<file path="src/rtl/ias_memory_responder.sv">
// Memory-side responder for the IAS datapath: accepts one read/write request at a
// time, accesses an internal word array after LATENCY cycles and returns the result.
module ias_memory_responder #(
    parameter int DATA_W  = 8,
    parameter int ADDR_W  = 8,
    parameter int LATENCY = 2
) (
    input  logic              clk,
    input  logic              rst_n,
    input  logic              req_valid,
    output logic              req_ready,
    input  logic              req_we,
    input  logic [ADDR_W-1:0] req_addr,
    input  logic [DATA_W-1:0] req_wdata,
    output logic              resp_valid,
    input  logic              resp_ready,
    output logic [DATA_W-1:0] resp_rdata,
    output logic              resp_we,
    output logic              busy
);

    localparam int DEPTH = 2 ** ADDR_W;

    localparam logic [1:0] INIT = 2'd0;
    localparam logic [1:0] IDLE = 2'd1;
    localparam logic [1:0] WAIT = 2'd2;
    localparam logic [1:0] RESP = 2'd3;

    logic [1:0]        state;
    logic [3:0]        cnt;
    logic [ADDR_W-1:0] cap_addr;
    logic              cap_we;
    logic [DATA_W-1:0] cap_wdata;
    logic [DATA_W-1:0] mem [DEPTH];

    logic              accept;
    logic              access;
    logic [ADDR_W-1:0] acc_addr;
    logic              acc_we;
    logic [DATA_W-1:0] acc_wdata;

    assign req_ready  = (state == IDLE);
    assign resp_valid = (state == RESP);
    assign busy       = (state != IDLE);
    assign accept     = req_valid && req_ready;

    // A single-cycle build performs the access on the accepting edge straight
    // from the request bus; longer builds use the captured copy.
    always_comb begin
        access    = 1'b0;
        acc_addr  = cap_addr;
        acc_we    = cap_we;
        acc_wdata = cap_wdata;
        if (LATENCY == 1) begin
            access    = accept;
            acc_addr  = req_addr;
            acc_we    = req_we;
            acc_wdata = req_wdata;
        end else begin
            access = (state == WAIT) && (cnt == 4'd1);
        end
    end

    always_ff @(posedge clk or negedge rst_n) begin
        if (!rst_n) begin
            state      <= INIT;
            cnt        <= '0;
            cap_addr   <= '0;
            cap_we     <= 1'b0;
            cap_wdata  <= '0;
            resp_rdata <= '0;
            resp_we    <= 1'b0;
        end else begin
            case (state)
                INIT: state <= IDLE;
                IDLE: begin
                    if (accept) begin
                        cap_addr  <= req_addr;
                        cap_we    <= req_we;
                        cap_wdata <= req_wdata;
                        if (LATENCY == 1) begin
                            state <= RESP;
                        end else begin
                            state <= WAIT;
                            cnt   <= 4'(LATENCY - 1);
                        end
                    end
                end
                WAIT: begin
                    cnt <= cnt - 4'd1;
                    if (cnt == 4'd1) state <= RESP;
                end
                RESP: begin
                    if (resp_ready) state <= IDLE;
                end
                default: state <= INIT;
            endcase

            if (access) begin
                resp_rdata <= acc_we ? acc_wdata : mem[acc_addr];
                resp_we    <= acc_we;
            end
        end
    end

    // Array has no reset so its contents survive rst_n; a pending write is lost
    // because reset forces the FSM out of WAIT before its access edge.
    always_ff @(posedge clk) begin
        if (access && acc_we) mem[acc_addr] <= acc_wdata;
    end

endmodule

</file>
<file path="config.mk">
export PLATFORM = sky130hd
export DESIGN_NAME = ias_memory_responder
export DESIGN_NICKNAME = d
export VERILOG_FILES = /design/src/rtl/ias_memory_responder.sv
export SDC_FILE = /design/constraint.sdc
export NUM_CORES = 2
export LEC_CHECK = 0
export CAP_MARGIN = 10
export CORE_MARGIN = 2
export CORE_UTILIZATION = 35
export CTS_BUF_LIST = sky130_fd_sc_hd__clkbuf_8
export CTS_CLUSTER_SIZE = 16
export DETAILED_ROUTE_END_ITERATION = 12
export PLACE_DENSITY = 0.59
export SETUP_SLACK_MARGIN = 0.1
export SYNTH_ARGS = -nofsm -noshare
export SYNTH_HDL_FRONTEND = slang
export SYNTH_SLANG_ARGS = --single-unit
</file>
<file path="constraint.sdc">
create_clock -name clk -period 6.4 [get_ports clk]
set_input_delay 0.96 -clock clk [delete_from_list [all_inputs] [get_ports clk]]
set_output_delay 0.96 -clock clk [all_outputs]
set_load 0.02 [all_outputs]
</file>
==> run metrics <==
Starting Density=35.18%; Worst Path Buf+Inv=2; Crit. End Element=register; most common cell in the netlist=edfxtp_1; CP Depth=5; CTS tree=built; Wirelength per Cell=29.93 um; max frequency=210.5 MHz; FF-to-FF path depth=5; Post-synth EDFFs=2048; number of port buffers=32; later-pin clock latency in the skew report=1070 ps; Layout Nets=4135; hpwl dp=132.3 mm; die area=234900 um2; Synth Area in XOR/XNOR=0%; CTS Sinks=2080; sequential power share=44.2%; Worst path max stage delay=940 ps; Longest Clk Path Bufs=4; Peak VDD IR=0.4299 mV; Yosys top cell area share=76.05%; min Tclk post-route=4752 ps; Overflow after GRT=0; initial antenna violation count=3; vias in the first global route=41.16k; Core Box Area=229900 um2; final period utilization=74.24%; Final Setup Violations=0; Top Family by Delay on Critical Path=simple AND/OR/NAND/NOR gates; Sw Share=34.50%; worst r2r src=acc_addr[0]; area grow syn2layout=12.42%; row cnt=176; TritonCTS Buffers=350; vias=41.27k; largest family of logic cells by synthesized area=multiplexers; Reg clk slew, reported paths=70 ps; Post-Synth Adder-Cell Area=0.09283%; H-Tree Depth=5; I/O pins=33; Hold Vio Cnt, Final=0; synthesized flop and latch total=2080; worst setup path category=register to register; Clk pwr share=25.9%; number of buffers added for setup after CTS=0; Lkg Pwr=28.20 nW; layout cell share with drive strength beyond 1=24.01%; CP required=7040 ps; Cell Area, Synth=80870 um2; Hold WC Path Type=input port to async pin; Syn Area/Cell=20.98 um2; RSZ-0062 raised after global routing=no; Worst slew margin=12.23%; flop2flop setup slack=1650 ps; die height=484.7 um; CTS root buf=clkbuf_8; Synth Flop Type=edfxtp_1; post-CTS resize count=0; Least-Margin Pin Slew=1313 ps; Critical R2R Capture=mem[227][0]; Die X=484.7 um; syn nets=3882; initial drt markers=5258; # fillers=20.54k; largest net degree at the start of global routing=193; largest area contributor in the netlist=edfxtp_1; max-cap violation count=0; final WL=220.9 mm; design area=90910 um2; final core utilization=39.54%; placed instance area=84840 um2; Final ANT Viol Nets=0; Yosys cell types=63; Worst Path Arrival=5390 ps; global-route wire length before repair=312.0 mm; Compound-Gate Fraction of Synth Area=2.734%; Worst Setup SP=acc_addr[0]; crit path max-delay cell type=dfrtp_4; crit-path cells=clkinv_2 > nor3_1 > nand2_1 > buf_4 > nor2_1; Pre-antenna DRT Iters=7; total power=41.00 mW; status=completed; maximum net fanout on the critical path=44; Area contributors post-synth=edfxtp_1 76%, mux4_2 13%, mux2i_1 1.9%, nor2_1 1.4%, dfrtp_1 0.99%; Mapped Cells=3855; gr usage total=18.48%; Int Pwr=26.85 mW; Setup TNS Final=0 ps; pins over their slew limit=0; mux share of post-synthesis cell area=15.46%; gpl congestion=0.8561; Post-synth top cells=2048 x edfxtp_1, 468 x mux4_2, 300 x nor2_1; CP endpoint=mem[227][0]; Synth Area in Simple Gates=3.074%; PwrDens=451.0 nW/um2; CP startpoint kind=register; sw power=14.14 mW; drt drc=0; vias per inst=5.591; Synth Warn #=0; number of buffers inserted by hold repair at cts=0; Seq/Total Area, Yosys=77.04%; skew final=86.62 ps; Comb power frac=29.8%; fraction of registers with async set or reset after synthesis=1.538%
sequential cells by signal, indices dropped and copies added, names as in the netlist:
name,flops
mem,2048
acc_addr,8
acc_wdata,8
resp_rdata,8
cnt,4
state,2
acc_we,1
resp_we,1
how the worst min path moves through the flow:
stage / to / slack [ps]
after floorplan: cnt[1] / 470
after global placement: cnt[1] / 500
after detailed placement: cnt[1] / 520
after CTS: acc_addr[7] / 30
after global routing: acc_wdata[6] / 110
final: acc_wdata[4] / 100
layout by cell type (no fill, tap or decap), types with 29 or more instances in the layout:
master           netlist  routed
edfxtp_1            2048    2048
mux4_2               468     468
clkbuf_8               0     362
nor2_1               300     299
mux2i_1              157     157
inv_1                 12     123
nand2_1               90      87
buf_4                 37      84
clkinv_1               0      78
o22ai_1               74      74
a22oi_1               48      48
nand3_1               42      42
mux2_2                35      35
o21ai_0               33      33
clkinv_2               0      31
clkdlybuf4s50_1        0      31
a211oi_1              29      29
layout make-up:
| type | count | area (um2) | share of cell area [%] |
|---|---|---|---|
| multi-input cells | 1528 | 17340 | 19.08 |
| clock inverters | 234 | 1087 | 1.196 |
| inverters | 14 | 53.80 | 0.05918 |
| diodes | 3 | 7.507 | 0.008258 |
| clock buffers | 362 | 4982 | 5.480 |
| flip-flops and latches | 2080 | 62350 | 68.58 |
| repair buffers | 134 | 1308 | 1.438 |
| well taps | 3026 | 3786 | 4.165 |
layer usage:
metal	routed length [um]	share of wire [%]	track usage, %
met5	0	0	0
met4	7698	3.5	6.757
met3	18950	8.6	3.999
met2	103200	47	28.41
met1	91060	41	25.89
stage by stage:
stage,hold WS [ps],setup slack [ps],cells
finish,104.3,1648,7381
global route,106.4,1537,7379
CTS,33.88,1690,7378
detailed placement,520.3,1773,6782
global placement,501.0,1649,6778
floorplan,472.8,2407,3855
power by group through the flow:
stage	sequential, mW	combinational (mW)	clock, mW
after floorplan	18.9	6.99	0
after global placement	18.4	12.1	0
after detailed placement	18.4	12.2	0
after CTS	18.1	12.2	10.8
after global routing	18.2	12.7	11.4
final	18.1	12.2	10.6
logic make-up (layout without fill, tap and decap cells):
family,after synthesis,after routing
mux,660,660
buf+inv,247,744
compound gates,307,307
fa+ha+maj,6,6
simple gates,555,555
flops,2080,2080
other cells,0,3
worst register-to-register path, delay by kind of cell, from the launching register on:
family,cells,cell delay (ps)
and+or+nand+nor,3,2290
DFF,1,940
buffers and inverters,2,1080
Note: power is estimated with default switching activity, not from simulation.
